===== config.mk =====
export PLATFORM = sky130hd
export DESIGN_NAME = instruction_loader_flat
export DESIGN_NICKNAME = d
export VERILOG_FILES = /design/src/rtl/instruction_loader_if.sv /design/src/rtl/instruction_loader.sv /design/src/flat_wrapper.sv
export SDC_FILE = /design/constraint.sdc
export NUM_CORES = 1
export LEC_CHECK = 0
export ABC_CLOCK_PERIOD_IN_PS = 5500
export CAP_MARGIN = 10
export CELL_PAD_IN_SITES_DETAIL_PLACEMENT = 0
export CELL_PAD_IN_SITES_GLOBAL_PLACEMENT = 1
export CORE_AREA = 2 2 150 152
export DETAILED_ROUTE_END_ITERATION = 10
export DIE_AREA = 0 0 152 154
export PLACE_DENSITY_LB_ADDON = 0.1
export SYNTH_ARGS = -nofsm -noshare
export SYNTH_HDL_FRONTEND = slang
export SYNTH_SLANG_ARGS = --single-unit
export TNS_END_PERCENT = 20

===== constraint.sdc =====
create_clock -name clock -period 5.5 [get_ports clock]
set_input_delay 0.55 -clock clock [delete_from_list [all_inputs] [get_ports clock]]
set_output_delay 0.55 -clock clock [all_outputs]
set_load 0.01 [all_outputs]

===== src/rtl/instruction_loader_if.sv =====
// Host-side byte stream, instruction-memory write port and CPU sequencing flags
// of the boot loader, grouped for the loader and its stream source.
interface instruction_loader_if #(
  parameter int ADDR_WIDTH = 10
);
  logic                  start;
  logic                  in_valid;
  logic [7:0]            in_data;
  logic                  in_ready;
  logic                  mem_write_enable;
  logic [ADDR_WIDTH-1:0] mem_addr;
  logic [31:0]           mem_data;
  logic                  cpu_reset;
  logic                  busy;
  logic                  done;
  logic                  error;

  modport master (
    output start, in_valid, in_data,
    input  in_ready, mem_write_enable, mem_addr, mem_data,
    input  cpu_reset, busy, done, error
  );

  modport slave (
    input  start, in_valid, in_data,
    output in_ready, mem_write_enable, mem_addr, mem_data,
    output cpu_reset, busy, done, error
  );
endinterface


===== src/rtl/instruction_loader.sv =====
// Boot-time program loader: length header, payload and XOR checksum over a
// valid/ready byte stream, written as little-endian words into instruction memory.
//
// state   | meaning
// --------+---------------------------------------------------------------
// S_IDLE  | after reset, waiting for start; CPU held in reset
// S_LEN   | collecting the 4-byte little-endian payload length
// S_DATA  | collecting payload bytes, writing a word per 4 bytes or at the end
// S_CHECK | waiting for the checksum byte
// S_DONE  | image verified; CPU released
// S_ERROR | oversize length or checksum mismatch; CPU held in reset
module instruction_loader #(
  parameter int ADDR_WIDTH = 10
) (
  input logic clock,
  input logic reset,
  instruction_loader_if.slave bus
);

  localparam logic [31:0] MAX_BYTES = 32'(1) << ADDR_WIDTH;

  typedef enum logic [2:0] {
    S_IDLE,
    S_LEN,
    S_DATA,
    S_CHECK,
    S_DONE,
    S_ERROR
  } state_t;

  state_t                state;
  logic [ADDR_WIDTH:0]   count;
  logic [31:0]           length;
  logic [7:0]            checksum;
  logic [31:0]           word_buf;

  logic                  accept;
  logic [1:0]            lane;
  logic [ADDR_WIDTH:0]   count_next;
  logic [31:0]           full_len;
  logic                  last_byte;
  logic [31:0]           filled_word;
  logic [ADDR_WIDTH-1:0] word_base;

  assign accept     = bus.in_valid && bus.in_ready;
  assign lane       = count[1:0];
  assign count_next = count + 1'b1;
  assign full_len   = {bus.in_data, length[23:0]};
  assign last_byte  = (32'(count_next) == length);
  assign word_base  = {count[ADDR_WIDTH-1:2], 2'b00};

  always_comb begin
    filled_word = word_buf;
    filled_word[{lane, 3'b000} +: 8] = bus.in_data;
  end

  always_ff @(posedge clock or posedge reset) begin
    if (reset) begin
      state                <= S_IDLE;
      count                <= '0;
      length               <= '0;
      checksum             <= '0;
      word_buf             <= '0;
      bus.in_ready         <= 1'b0;
      bus.mem_write_enable <= 1'b0;
      bus.mem_addr         <= '0;
      bus.mem_data         <= '0;
      bus.cpu_reset        <= 1'b1;
      bus.busy             <= 1'b0;
      bus.done             <= 1'b0;
      bus.error            <= 1'b0;
    end else begin
      bus.mem_write_enable <= 1'b0;
      case (state)
        S_IDLE, S_DONE, S_ERROR: begin
          if (bus.start) begin
            state         <= S_LEN;
            count         <= '0;
            length        <= '0;
            checksum      <= '0;
            word_buf      <= '0;
            bus.in_ready  <= 1'b1;
            bus.cpu_reset <= 1'b1;
            bus.busy      <= 1'b1;
            bus.done      <= 1'b0;
            bus.error     <= 1'b0;
          end
        end

        S_LEN: begin
          if (accept) begin
            length[{lane, 3'b000} +: 8] <= bus.in_data;
            count <= count_next;
            if (lane == 2'd3) begin
              count <= '0;
              if (full_len > MAX_BYTES) begin
                state        <= S_ERROR;
                bus.in_ready <= 1'b0;
                bus.busy     <= 1'b0;
                bus.error    <= 1'b1;
              end else if (full_len == 32'd0) begin
                state <= S_CHECK;
              end else begin
                state <= S_DATA;
              end
            end
          end
        end

        S_DATA: begin
          if (accept) begin
            checksum <= checksum ^ bus.in_data;
            count    <= count_next;
            // Buffer restarts from zero so a short final word pads with 0x00.
            if (lane == 2'd3 || last_byte) begin
              bus.mem_write_enable <= 1'b1;
              bus.mem_addr         <= word_base;
              bus.mem_data         <= filled_word;
              word_buf             <= '0;
            end else begin
              word_buf <= filled_word;
            end
            if (last_byte) begin
              state <= S_CHECK;
            end
          end
        end

        S_CHECK: begin
          if (accept) begin
            bus.in_ready <= 1'b0;
            bus.busy     <= 1'b0;
            if (bus.in_data == checksum) begin
              state         <= S_DONE;
              bus.done      <= 1'b1;
              bus.cpu_reset <= 1'b0;
            end else begin
              state     <= S_ERROR;
              bus.error <= 1'b1;
            end
          end
        end

        default: begin
          state <= S_IDLE;
        end
      endcase
    end
  end

endmodule

===== src/flat_wrapper.sv =====
// flat-port wrapper written by rule: the top's interface ports become plain ports
module instruction_loader_flat 
#(
  parameter int ADDR_WIDTH = 10
)
  (clock, reset, bus_start, bus_in_valid, bus_in_data, bus_in_ready, bus_mem_write_enable, bus_mem_addr, bus_mem_data, bus_cpu_reset, bus_busy, bus_done, bus_error);
  instruction_loader_if #(.ADDR_WIDTH(ADDR_WIDTH)) bus_i ();
  input logic clock;
  input logic reset;
  input wire logic [$bits(bus_i.start)-1:0] bus_start;
  input wire logic [$bits(bus_i.in_valid)-1:0] bus_in_valid;
  input wire logic [$bits(bus_i.in_data)-1:0] bus_in_data;
  output wire logic [$bits(bus_i.in_ready)-1:0] bus_in_ready;
  output wire logic [$bits(bus_i.mem_write_enable)-1:0] bus_mem_write_enable;
  output wire logic [$bits(bus_i.mem_addr)-1:0] bus_mem_addr;
  output wire logic [$bits(bus_i.mem_data)-1:0] bus_mem_data;
  output wire logic [$bits(bus_i.cpu_reset)-1:0] bus_cpu_reset;
  output wire logic [$bits(bus_i.busy)-1:0] bus_busy;
  output wire logic [$bits(bus_i.done)-1:0] bus_done;
  output wire logic [$bits(bus_i.error)-1:0] bus_error;
  assign bus_i.start = bus_start;
  assign bus_i.in_valid = bus_in_valid;
  assign bus_i.in_data = bus_in_data;
  assign bus_in_ready = bus_i.in_ready;
  assign bus_mem_write_enable = bus_i.mem_write_enable;
  assign bus_mem_addr = bus_i.mem_addr;
  assign bus_mem_data = bus_i.mem_data;
  assign bus_cpu_reset = bus_i.cpu_reset;
  assign bus_busy = bus_i.busy;
  assign bus_done = bus_i.done;
  assign bus_error = bus_i.error;
  instruction_loader #(.ADDR_WIDTH(ADDR_WIDTH)) u_core (.clock(clock), .reset(reset), .bus(bus_i));
endmodule

; ---- Yosys cells after proc, flatten, opt, wreduce, memory -nomap -nowiden
; Cells that the tools add are included.
[classes]
addsub = 2
n_lt_le_gt_ge = 1
n_eq_ne = 17
shift = 2
mux = 48
n_bitwise = 1
n_reduce_logical = 18
[ops]
columns = cell, count
row1 = $mux W32, 4
row2 = $pmux W32 S2, 2
row3 = $bwmux W32, 2
row4 = $mux W11, 4
row5 = $pmux W11 S3, 1
row6 = $eq A11 B32 Y1, 1
row7 = $gt A32 B11 Y1 const B, 1
row8 = $logic_not A32 Y1, 1
row9 = $shift A8 B7 Y32 const A, 1
row10 = $shiftx A8 B7 Y32, 1
row11 = $mux W3, 7
row12 = $mux W1, 20
row13 = $mux W8, 2
row14 = $pmux W8 S2, 1
row15 = $ne A2 B1 Y1 const B, 7
row16 = $pmux W3 S4, 1
row17 = $reduce_and A6 Y1, 2
row18 = $add A11 B1 Y11 const B, 1
row19 = $reduce_and A3 Y1, 3
row20 = $eq A8 B8 Y1, 1
row21 = $reduce_and A4 Y1, 2
row22 = $xor A8 B8 Y8, 1
row23 = $neg A5 Y7, 1
row24 = $reduce_and A7 Y1, 1
row25 = 13 further kinds, 21
[word_totals]
reg_bits = 131
inputBits = 12
output_inout_bits = 48
word_cells = 101

; ---- Longest topological paths before layout
; Gate-level depths: netlist of run 1.
[depth]
depth_word = 6
depth_mapped = 11
depth_no_buf = 9

; ---- Worst setup path before layout of run 1
; Ideal clock, no wire load.
[synth_timing]
kind = reg2reg
startpoint = register u_core.count[0]
endpoint = register u_core.bus.mem_addr[2]
setup_ps = 125
t_arrival_ps = 2504
t_required_ps = 5375
slack_ps = 2871
stages_incl_launch_ff = 12
path_buffers = 3
synth_period_minus_slack_ps = 2629
cell_sequence = dfrtp_1 buf_2 inv_1 ha_1 xor2_1 nor4_1 nand3_1 a2111oi_4 o21a_1 buf_4 buf_12 mux2_4
[synth_between]
elab_chain_cells = 4
elab_cells_between_ends = 5
classes_between = 1 x add/sub / 2 x eq/ne / 2 x reduce/logical
[synth_rtl]
columns = element, line_no
row1 = "start, declared", instruction_loader.sv:32  ; logic [ADDR_WIDTH:0] count;
row2 = "start signal, assigned", instruction_loader.sv:93  ; count <= count_next;
row3 = "start signal, assigned", instruction_loader.sv:113  ; count <= count_next;
row4 = $add A11 B1 Y11, instruction_loader.sv:47  ; assign count_next = count + 1'b1;
row5 = $eq A11 B32 Y1, instruction_loader.sv:49  ; assign last_byte = (32'(count_next) == length);
row6 = $logic_or A1 B1 Y1 (*), instruction_loader.sv:115  ; if (lane == 2'd3 || last_byte) begin
row7 = $reduce_and A3 Y1 (no source line) (*), --
row8 = "end signal, assigned", instruction_loader.sv:117  ; bus.mem_addr <= word_base;
row9 = "end, declared", instruction_loader_if.sv:26  ; output in_ready, mem_write_enable, mem_addr, mem_data,
; Every way passes the cells marked *; elsewhere a longest branch is shown, timed or not.
; A chain may end at the register's enable or synchronous reset.

; ---- Worst setup path after layout of run 1
[layout_timing]
startpoint = register u_core.count[0]
endpoint = register u_core.bus.mem_data[20]
[layout_between]
elab_chain_cells = 4
elab_cells_between_ends = 9
classes_between = 2 x add/sub / 2 x eq/ne / 2 x shift / 1 x mux / 2 x reduce/logical
[layout_rtl]
columns = element, line_no
row1 = $add A11 B1 Y11, instruction_loader.sv:47
row2 = $eq A11 B32 Y1, instruction_loader.sv:49
row3 = $logic_or A1 B1 Y1, instruction_loader.sv:115
row4 = $reduce_and A3 Y1 (no source line), --
row5 = "end signal, assigned", instruction_loader.sv:118  ; bus.mem_data <= filled_word;
row6 = "end, declared", instruction_loader_if.sv:26
; Parallel ways exist; a longest one is shown, timed or not.

==> impl_metrics.env, run 1 <==
export IMPL_status="complete, no violations"
export IMPL_cts_max_level=4
export IMPL_first_pass_iters=5
export IMPL_vias_per_cell=4.85
export IMPL_antenna_found_initial=0
export IMPL_drt_wl_total_mm=17.9
export IMPL_drcViolationCount=0
export IMPL_multiInputGateArea_sq_um=2800
export IMPL_synth_top_family_by_area="simple AND/OR/NAND/NOR gates"
export IMPL_cp_end_kind="flip-flop"
export IMPL_postSynthAreaPerCell_sq_um=9.28
export IMPL_max_vdd_ir_drop_mv=0.177
export IMPL_cellPowerDensity_nw_per_um2=388
export IMPL_post_place_ws_ps=1770
export IMPL_cts_tree="done"
export IMPL_syn_area_sq_um=6440
export IMPL_fp_dieW_microns=152
export IMPL_critPathMaxStageDelay_ps=590
export IMPL_core_area_sq_um=21700
export IMPL_ff_latch_area_sq_um=3280
export IMPL_layout_nets=757
export IMPL_timing_final_crit_period_ps=3730
export IMPL_worst_pin_slew_ps=1070
export IMPL_setup_viol=0
export IMPL_synth_ff_type="dfrtp_1"
export IMPL_final_layout_size_suffix_gt1_share_pct=8.12
export IMPL_dieHeight_microns=154
export IMPL_gr_usage_all_layers_pct=15.6
export IMPL_fin_cells=1031
export IMPL_rsz0062_at_grt="false"
export IMPL_muxShareOfSynthArea_pct=6.78
export IMPL_path_delay_family="compound AO/OA/AOI/OAI gates"
export IMPL_clockBufferDepth=2
export IMPL_clock_fmax_mhz=268
export IMPL_cts_buffers=17
export IMPL_clk_latency_ps=420
export IMPL_final_setup_tns_ps=0
export IMPL_die_area_sq_um=23400
export IMPL_period_share_pct=67.8
export IMPL_hp_class="flip-flop to flip-flop"
export IMPL_maxCapViolations=0
export IMPL_synth_edf_count=0
export IMPL_ys_seq_area_share_pct=50.9
export IMPL_dpl_cell_count=999
export IMPL_cts_clk_slew_worst_paths_ps=60
export IMPL_synthCells=694
export IMPL_postRouteAntennaNets=0
export IMPL_hold_viol_final=0
export IMPL_route_vias_total=5000
export IMPL_drv_slew=0
export IMPL_overflow=0
export IMPL_p_leak_nw=3.42
export IMPL_wl_per_cell_microns=17.3
export IMPL_yosys_warnings=0
export IMPL_dp_hpwl_mm=11.6
export IMPL_fin_skew_ps=10.3
export IMPL_ctsRootBufferMaster="clkbuf_16"
export IMPL_port_buffers=57
export IMPL_num_fill_cells=2179
export IMPL_synth_fa_ha_area_share_pct=1.36
export IMPL_grt_pass1_wl_mm=28.6
export IMPL_synth_simple_area_share_pct=17.3
export IMPL_grt_max_degree=49
export IMPL_syn2layout_area_growth_pct=21.5
export IMPL_slew_headroom_pct=28.8
export IMPL_cts_hold_buffers=0
export IMPL_ios=60
export IMPL_synth_cell_types=52
export IMPL_cts_setup_buffers=0
export IMPL_start_util_pct=29.7
export IMPL_crit_path_start_kind="flip-flop"
export IMPL_path_common_cell="ha_1"
export IMPL_rows=54
export IMPL_grt_pass1_vias=4937
export IMPL_critPathKind="flip-flop to flip-flop"
export IMPL_gp_congestion=0.779
export IMPL_crit_buf_inv=2
export IMPL_cp_arrival_ps=4070
export IMPL_async_reset_ff_share_pct=100
export IMPL_worst_ep_required_time_ps=5840
export IMPL_ys_ff_latch=131
export IMPL_layout_setup_ws_ps=1770
export IMPL_slowest_stage="dfrtp_1"
export IMPL_path_max_fanout=25
export IMPL_synth_xor_area_share_pct=3.26
export IMPL_drtIter0Drc=298
export IMPL_ctsResizeCount=0
export IMPL_synth_compound_area_share_pct=14.4
export IMPL_cts_sinks=131
export IMPL_crit_chain="ha_1 > inv_1 > ha_1 > xnor2_1 > nor4_1 > nand3_1 > a2111oi_4 > o21a_2 > buf_4 > mux2i_1"
export IMPL_insertedDiodeCount=0
layer usage:
| layer | share of wire [%] | vias up | GRT usage (%) |
|---|---|---|---|
| li1 | - | 2410 | - |
| met4 | 1.3 | 0 | 5.34 |
| met3 | 3.0 | 15 | 2.71 |
| met1 | 49 | 2470 | 21.7 |
| met2 | 47 | 105 | 24.8 |
| met5 | 0 | - | 0 |
power breakdown:
group | switching (mW) | internal (mW) | total, mW
logic | 0.535 | 0.240 | 0.774
registers | 0.0888 | 1.03 | 1.12
clock network | 0.460 | 0.686 | 1.15
total | 1.08 | 1.95 | 3.04
registers in the layout (all words and copies together), names as in the netlist, 3 cells and up:
register / count
u_core.count: 11
u_core.bus.mem_data: 32
u_core.word_buf: 32
u_core.checksum: 8
u_core.bus.mem_addr: 8
u_core.state: 3
u_core.length: 32
cell usage after synthesis, drive strengths merged (2+ instances only):
cell	count	area share (%)
mux2	8	1.8
and3	10	0.97
xnor2	13	1.8
nand3	8	0.62
ha	7	1.4
nand2	129	7.6
o211ai	3	0.35
a211o	2	0.27
and4	2	0.31
nor4bb	2	0.31
a21oi	41	3.2
nor2b	35	3.4
nor2	26	1.5
xor2	11	1.5
o21ai	106	8.2
buf	13	1.7
dfrtp	130	51
nor4	10	0.97
mux2i	32	5.0
or3	2	0.19
nor3	6	0.47
o31ai	5	0.58
a31oi	2	0.19
nand4	2	0.19
and2	3	0.33
clkbuf	30	1.8
inv	41	2.4
worst min-delay path, delay by kind of cell, from the launching register on:
kind / cells / cell delay, ps
AOI/OAI and AO/OA: 1 / 60
and+or+nand+nor: 1 / 40
DFF: 1 / 330
kinds of logic (layout without fill, tap and decap cells):
kind of cell    count (synthesis)  in the layout
other cells                     1              2
simple gates                  238            238
buf+inv                        85            141
mux                            40             40
flops                         131            131
fa+ha+maj                       7              7
xor+xnor                       24             24
compound gates                168            168
final timing paths:
check	from	to	slack, ps	cells after the start
setup / recovery	u_core.count[0]$_DFFE_PP0P_	u_core.bus.mem_data[20]$_DFFE_PP0P_	1770	10
hold / removal	u_core.word_buf[11]$_DFFE_PP0P_	u_core.word_buf[11]$_DFFE_PP0P_	470	2
setup reg to reg	u_core.count[0]$_DFFE_PP0P_	u_core.bus.mem_data[20]$_DFFE_PP0P_	1770	10
hold reg to reg	u_core.word_buf[11]$_DFFE_PP0P_	u_core.word_buf[11]$_DFFE_PP0P_	470	2
max in group asynchronous	reset	u_core.length[9]$_DFFE_PP0P_	3910	3
min in group asynchronous	reset	u_core.length[16]$_DFFE_PP0P_	570	2
final cells by class:
cell class              count  area share [%]
repair buffers             67            8.25
well taps                 280            4.47
inverters                  42            2.05
clock buffers              19            5.66
clock inverters            13            1.92
flip-flops and latches    131            41.9
multi-input cells         479            35.8
layout by cell type (no fill, tap or decap), types with 5 or more instances in the layout:
cell type | synthesis | final
a21oi_1 | 41 | 40
and3_1 | 10 | 10
buf_4 | 5 | 10
clkbuf_16 | 0 | 17
clkdlybuf4s50_1 | 0 | 57
clkinv_4 | 0 | 5
dfrtp_1 | 130 | 130
ha_1 | 7 | 7
inv_1 | 41 | 40
mux2_4 | 7 | 7
mux2i_1 | 32 | 32
nand2_1 | 128 | 128
nand3_1 | 8 | 8
nor2_1 | 26 | 26
nor2b_1 | 35 | 35
nor3_1 | 6 | 6
nor4_1 | 10 | 10
o21ai_0 | 100 | 100
o21ai_1 | 6 | 6
o31ai_1 | 5 | 5
xnor2_1 | 13 | 13
xor2_1 | 11 | 11
metrics by stage:
step	total power [mW]	hold WS [ps]	area, sq um	utilization [%]
4_1_cts	3.07	477	7830	36.1
3_3_place_gp	1.90	454	7240	33.4
5_1_grt	3.21	490	7830	36.1
2_1_floorplan	1.63	442	6440	-
3_5_place_dp	1.91	463	7240	33.4
6_report	3.04	471	7830	36.1
Power figures use the tool's default switching activity.
==> inputs of run 2 (changes only) <==
--- a/config.mk
+++ b/config.mk
@@ -5,7 +5,7 @@
 export SDC_FILE = /design/constraint.sdc
 export NUM_CORES = 1
 export LEC_CHECK = 0
-export ABC_CLOCK_PERIOD_IN_PS = 5500
+export ABC_CLOCK_PERIOD_IN_PS = 3300
 export CAP_MARGIN = 10
 export CELL_PAD_IN_SITES_DETAIL_PLACEMENT = 0
 export CELL_PAD_IN_SITES_GLOBAL_PLACEMENT = 1
==> constraint.sdc (replaced) <==
create_clock -name clock -period 3.3 [get_ports clock]
set_input_delay 0.33 -clock clock [delete_from_list [all_inputs] [get_ports clock]]
set_output_delay 0.33 -clock clock [all_outputs]
set_load 0.01 [all_outputs]
==> run 2 against run 1 <==
  * Sequential share of layout area fell by 0.50 points
  * Critical endpoint is now u_core.bus.mem_addr[9]$_DFFE_PP0P_
  * Power up 66%
  * Non-clock buffer count is 14 higher
  * Highest routed layer unchanged
  * Sequential power up 66%
==> impl_metrics.env, run 2 (synthesis results as in run 1) <==
export IMPL_first_pass_iters=4
export IMPL_hold_viol_final=0
export IMPL_slowest_stage="dfrtp_1"
export IMPL_final_setup_tns_ps=0
export IMPL_route_vias_total=4926
export IMPL_crit_path_start_kind="flip-flop"
export IMPL_mostFrequentLayoutCell="dfrtp_1"
export IMPL_final_layout_size_suffix_gt1_share_pct=9.29
export IMPL_gp_congestion=0.771
export IMPL_wl_per_cell_microns=17.3
export IMPL_cts_max_level=4
export IMPL_antenna_found_initial=0
export IMPL_crit_buf_inv=2
export IMPL_p_int_mw=3.27
export IMPL_ctsResizeCount=0
export IMPL_drt_wl_total_mm=18.0
export IMPL_setup_viol=0
export IMPL_grt_pass1_vias=4946
export IMPL_cp_end_kind="flip-flop"
export IMPL_cts_setup_buffers=0
export IMPL_grt_max_degree=132
export IMPL_slew_headroom_pct=36.5
export IMPL_combPwrFrac_pct=26.1
export IMPL_maxCapViolations=0
export IMPL_p_leak_nw=3.49
export IMPL_worst_pin_slew_ps=947
export IMPL_rsz0062_at_grt="false"
export IMPL_final_cell_mix="dfrtp_1, nand2_1, o21ai_0, clkdlybuf4s50_1"
export IMPL_ctsRootBufferMaster="clkbuf_16"
export IMPL_cts_clk_slew_worst_paths_ps=60
export IMPL_met3WireLength_microns=633
export IMPL_status="complete, no violations"
export IMPL_ios=60
export IMPL_core_area_sq_um=21700
export IMPL_p_seq_share_pct=36.9
export IMPL_fp_dieW_microns=152
export IMPL_vias_per_cell=4.72
export IMPL_worst_ep_required_time_ps=3610
export IMPL_top_regs="u_core.bus.mem_data (32), u_core.length (32), u_core.word_buf (32)"
export IMPL_clk_latency_ps=420
export IMPL_p_sw_mw=1.76
export IMPL_wl_met2_mm=8.28
export IMPL_p_total_mw=5.04
export IMPL_highest_layer="met4"
export IMPL_cts_buffers=17
export IMPL_dp_hpwl_mm=11.9
export IMPL_critPathMaxStageDelay_ps=550
export IMPL_gr_usage_all_layers_pct=16.1
export IMPL_cts_sinks=131
export IMPL_cts_hold_buffers=0
export IMPL_die_area_sq_um=23400
export IMPL_drtIter0Drc=311
export IMPL_path_delay_family="flip-flops"
export IMPL_clock_fmax_mhz=326
export IMPL_cp_arrival_ps=3380
export IMPL_drt_met1_wl_mm=8.93
export IMPL_dieHeight_microns=154
export IMPL_critPathKind="flip-flop to flip-flop"
export IMPL_postRouteAntennaNets=0
export IMPL_hp_class="input port to asynchronous set/reset pin"
export IMPL_drv_slew=0
export IMPL_insertedDiodeCount=0
export IMPL_drcViolationCount=0
export IMPL_syn2layout_area_growth_pct=23.0
export IMPL_power_share_clock_pct=37.0
export IMPL_cts_tree="done"
export IMPL_period_share_pct=93.0
export IMPL_grt_pass1_wl_mm=29.3
export IMPL_switching_share_pct=35.0
export IMPL_max_vdd_ir_drop_mv=0.256
export IMPL_clockBufferDepth=2
export IMPL_path_max_fanout=11
export IMPL_port_buffers=57
export IMPL_crit_chain="inv_1 > ha_1 > xor2_1 > nor4_1 > nand3_1 > a2111oi_4 > o21a_2 > buf_4 > mux2_2"
export IMPL_rows=54
export IMPL_fin_skew_ps=10.3
export IMPL_cellPowerDensity_nw_per_um2=636
export IMPL_start_util_pct=29.7
export IMPL_layout_nets=771
export IMPL_overflow=0
export IMPL_timing_final_crit_period_ps=3070
-- run 2: changes by cell type in the layout (fill, tap and decap cells not counted) --
cell        previous run  this run
buf_4                 10        22
clkinv_2               1         5
clkinv_4               5         1
inv_6                  3         0
buf_12                 0         2
nor4bb_1               0         2
nor4bb_2               2         0
clkbuf_1               1         2
clkbuf_8               1         2
clkinvlp_4             2         3
inv_4                  1         0
-- run 2: cell type report --
class	instances	area, sq um
clock inverter	10	109
tap	280	350
sequential	131	3280
clock buffer	21	460
fill	2185	13800
multi-input combinational	479	2790
inverter	42	161
timing repair buffer	81	776
-- run 2: path summary, 6_finish.rpt --
check,slack (ps),end,cells past startpoint,start
max,230,u_core.bus.mem_addr[9]$_DFFE_PP0P_,9,u_core.count[0]$_DFFE_PP0P_
min,450,u_core.bus.mem_data[18]$_DFFE_PP0P_,3,reset
max reg2reg,230,u_core.bus.mem_addr[9]$_DFFE_PP0P_,9,u_core.count[0]$_DFFE_PP0P_
min reg2reg,470,u_core.word_buf[0]$_DFFE_PP0P_,2,u_core.word_buf[0]$_DFFE_PP0P_
max in group asynchronous,2220,u_core.length[10]$_DFFE_PP0P_,3,reset
min in group clock,470,u_core.word_buf[0]$_DFFE_PP0P_,2,u_core.word_buf[0]$_DFFE_PP0P_
-- run 2: routing by layer --
layer  track usage (%)  up-vias
met3              3.58       16
met4              4.41        0
met2              24.6       79
met5                 0        -
met1              23.0     2392
li1                  -     2439
-- run 2: power by group through the flow --
stage	clock network, mW	registers (mW)	logic, mW
after floorplan	0	1.83	0.891
after global placement	0	1.89	1.33
after detailed placement	0	1.89	1.33
after CTS	1.91	1.86	1.34
after global routing	1.98	1.88	1.47
final	1.86	1.86	1.32
-- run 2: worst min-delay path: cells and delay by family --
kind | cells | cell delay (ps)
buf+inv | 3 | 1040
-- run 2: per-stage QoR --
step | worst slack [ps] | util [%] | area [sq um] | hold WS [ps] | instances
global placement | 375 | 33.9 | 7350 | 453 | 1013
detailed placement | 303 | 33.9 | 7350 | 463 | 1013
finish | 230 | 36.5 | 7920 | 453 | 1044
CTS | 261 | 36.5 | 7920 | 476 | 1044
global route | 45.3 | 36.5 | 7920 | 492 | 1044
floorplan | 671 | - | 6450 | 442 | 695
==> inputs of run 3 (changes only) <==
--- a/config.mk
+++ b/config.mk
@@ -5,14 +5,15 @@
 export SDC_FILE = /design/constraint.sdc
 export NUM_CORES = 1
 export LEC_CHECK = 0
-export ABC_CLOCK_PERIOD_IN_PS = 3300
+export ABC_CLOCK_PERIOD_IN_PS = 3500
 export CAP_MARGIN = 10
 export CELL_PAD_IN_SITES_DETAIL_PLACEMENT = 0
 export CELL_PAD_IN_SITES_GLOBAL_PLACEMENT = 1
 export CORE_AREA = 2 2 150 152
+export CTS_CLUSTER_SIZE = 25
 export DETAILED_ROUTE_END_ITERATION = 10
 export DIE_AREA = 0 0 152 154
-export PLACE_DENSITY_LB_ADDON = 0.1
+export PLACE_DENSITY = 0.59
 export SYNTH_ARGS = -nofsm -noshare
 export SYNTH_HDL_FRONTEND = slang
 export SYNTH_SLANG_ARGS = --single-unit
==> constraint.sdc (replaced) <==
create_clock -name clock -period 3.5 [get_ports clock]
set_input_delay 0.35 -clock clock [delete_from_list [all_inputs] [get_ports clock]]
set_output_delay 0.35 -clock clock [all_outputs]
set_load 0.01 [all_outputs]
==> run 3 against run 2 <==
  * Worst setup slack better by 110 ps
  * Largest power group is now the clock network
  * Count of clock-buffer cells in the layout down 2
  * Critical path depth increased by 1
  * Highest routed layer unchanged
==> impl_metrics.env, run 3 (synthesis results as in run 1) <==
export IMPL_status="complete, no violations"
export IMPL_hp_class="input port to asynchronous set/reset pin"
export IMPL_grt_use_met3_pct=3.92
export IMPL_top_usage_layer="met2"
export IMPL_clock_fmax_mhz=317
export IMPL_cts_hold_buffers=0
export IMPL_grt_max_degree=53
export IMPL_ff_latch_area_sq_um=3280
export IMPL_core_area_sq_um=21700
export IMPL_cts_buffers=17
export IMPL_rrSetupSlack_ps=340
export IMPL_clockBufferDepth=2
export IMPL_crit_path_start_kind="flip-flop"
export IMPL_worst_pin_slew_ps=924
export IMPL_critPathLaunch="u_core.count[1]$_DFFE_PP0P_"
export IMPL_route_vias_total=4948
export IMPL_power_share_clock_pct=38.3
export IMPL_antenna_found_initial=0
export IMPL_timing_final_crit_period_ps=3160
export IMPL_cts_setup_buffers=0
export IMPL_use_met1_pct=20.9
export IMPL_port_buffers=57
export IMPL_reg2reg_from="u_core.count[1]$_DFFE_PP0P_"
export IMPL_ctsRootBufferMaster="clkbuf_16"
export IMPL_overflow=0
export IMPL_drcViolationCount=0
export IMPL_slew_headroom_pct=38.0
export IMPL_fin_skew_ps=14.0
export IMPL_cts_sinks=131
export IMPL_setup_viol=0
export IMPL_rows=54
export IMPL_final_cell_mix="dfrtp_1, nand2_1, o21ai_0, clkdlybuf4s50_1"
export IMPL_multiInputGateArea_sq_um=2790
export IMPL_dp_hpwl_mm=11.5
export IMPL_rr_endpoint="u_core.bus.mem_data[16]$_DFFE_PP0P_"
export IMPL_hold_viol_final=0
export IMPL_die_area_sq_um=23400
export IMPL_cp_arrival_ps=3500
export IMPL_grt_pass1_vias=4980
export IMPL_cts_clk_slew_worst_paths_ps=70
export IMPL_p_int_mw=3.12
export IMPL_maxCapViolations=0
export IMPL_clk_latency_ps=420
export IMPL_syn2layout_area_growth_pct=23.6
export IMPL_postRouteAntennaNets=0
export IMPL_cts_tree="done"
export IMPL_gr_usage_all_layers_pct=15.0
export IMPL_num_fill_cells=2146
export IMPL_first_pass_iters=4
export IMPL_final_layout_size_suffix_gt1_share_pct=9.55
export IMPL_final_setup_tns_ps=0
export IMPL_gp_congestion=0.783
export IMPL_met2_usage_pct=23.3
export IMPL_ios=60
export IMPL_switching_share_pct=35.0
export IMPL_period_share_pct=90.2
export IMPL_vias_per_cell=4.74
export IMPL_whs_ps=344
export IMPL_cts_max_level=4
export IMPL_max_vdd_ir_drop_mv=0.284
export IMPL_insertedDiodeCount=0
export IMPL_fp_dieW_microns=152
export IMPL_path_max_fanout=33
export IMPL_worst_ep_required_time_ps=3840
export IMPL_cellPowerDensity_nw_per_um2=603
export IMPL_p_leak_nw=3.50
export IMPL_reg2reg_depth=10
export IMPL_ctsResizeCount=0
export IMPL_mostFrequentLayoutCell="dfrtp_1"
export IMPL_layout_nets=770
export IMPL_drt_wl_total_mm=17.0
export IMPL_p_sw_mw=1.68
export IMPL_top_regs="u_core.bus.mem_data (32), u_core.length (32), u_core.word_buf (32)"
export IMPL_rsz0062_at_grt="false"
export IMPL_dieHeight_microns=154
export IMPL_drtIter0Drc=273
export IMPL_cp_end_kind="flip-flop"
export IMPL_critPathKind="flip-flop to flip-flop"
export IMPL_start_util_pct=29.7
export IMPL_wl_per_cell_microns=16.3
export IMPL_drv_slew=0
export IMPL_combPwrFrac_pct=25.5
export IMPL_grt_pass1_wl_mm=27.7
export IMPL_p_seq_share_pct=36.2
==> run 3: worst max-delay path, cell delays in order, from the launching register on <==
cell,delay [ps]
dfrtp_1,460
ha_1,360
inv_1,110
ha_1,310
xnor2_1,130
nor4_1,280
nand3_1,180
a2111oi_4,280
o21a_2,410
buf_12,280
mux2i_1,230
==> run 3: worst max path at each step <==
stage	cells past startpoint	slack, ps	endpoint
finish	10	340	u_core.bus.mem_data[16]$_DFFE_PP0P_
global route	10	100	u_core.bus.mem_data[31]$_DFFE_PP0P_
CTS	10	320	u_core.bus.mem_data[16]$_DFFE_PP0P_
detailed placement	10	320	u_core.bus.mem_data[16]$_DFFE_PP0P_
global placement	9	560	u_core.bus.mem_data[23]$_DFFE_PP0P_
floorplan	11	870	u_core.bus.mem_addr[2]$_DFFE_PP0P_
==> run 3: metal layers <==
metal	share of wire [%]	up-vias
li1	-	2438
met1	49	2402
met2	46	102
met3	4.3	6
met4	0.64	0
met5	0	-
==> run 3: power by group through the flow <==
stage	clock (mW)	sequential, mW	combinational (mW)
after global routing	1.96	1.75	1.38
final	1.84	1.74	1.22
after CTS	1.89	1.73	1.24
after global placement	0	1.76	1.22
after floorplan	0	1.73	0.840
after detailed placement	0	1.76	1.24
==> run 3: cell type report <==
cell class / count / area share, %
sequential: 131 / 41.2
tap: 280 / 4.40
multi-input combinational: 479 / 35.0
timing repair buffer: 80 / 9.65
inverter: 42 / 2.03
clock inverter: 13 / 2.00
clock buffer: 19 / 5.69
==> run 3: through the flow <==
stage / worst slack, ps / total power [mW] / area (sq um) / util [%] / cells
3_5_place_dp: 323 / 2.99 / 7350 / 33.9 / 1012
2_1_floorplan: 871 / 2.57 / 6450 / - / 695
4_1_cts: 318 / 4.86 / 7960 / 36.7 / 1044
3_3_place_gp: 556 / 2.98 / 7350 / 33.9 / 1012
5_1_grt: 97.6 / 5.09 / 7960 / 36.7 / 1044
6_report: 344 / 4.80 / 7960 / 36.7 / 1044
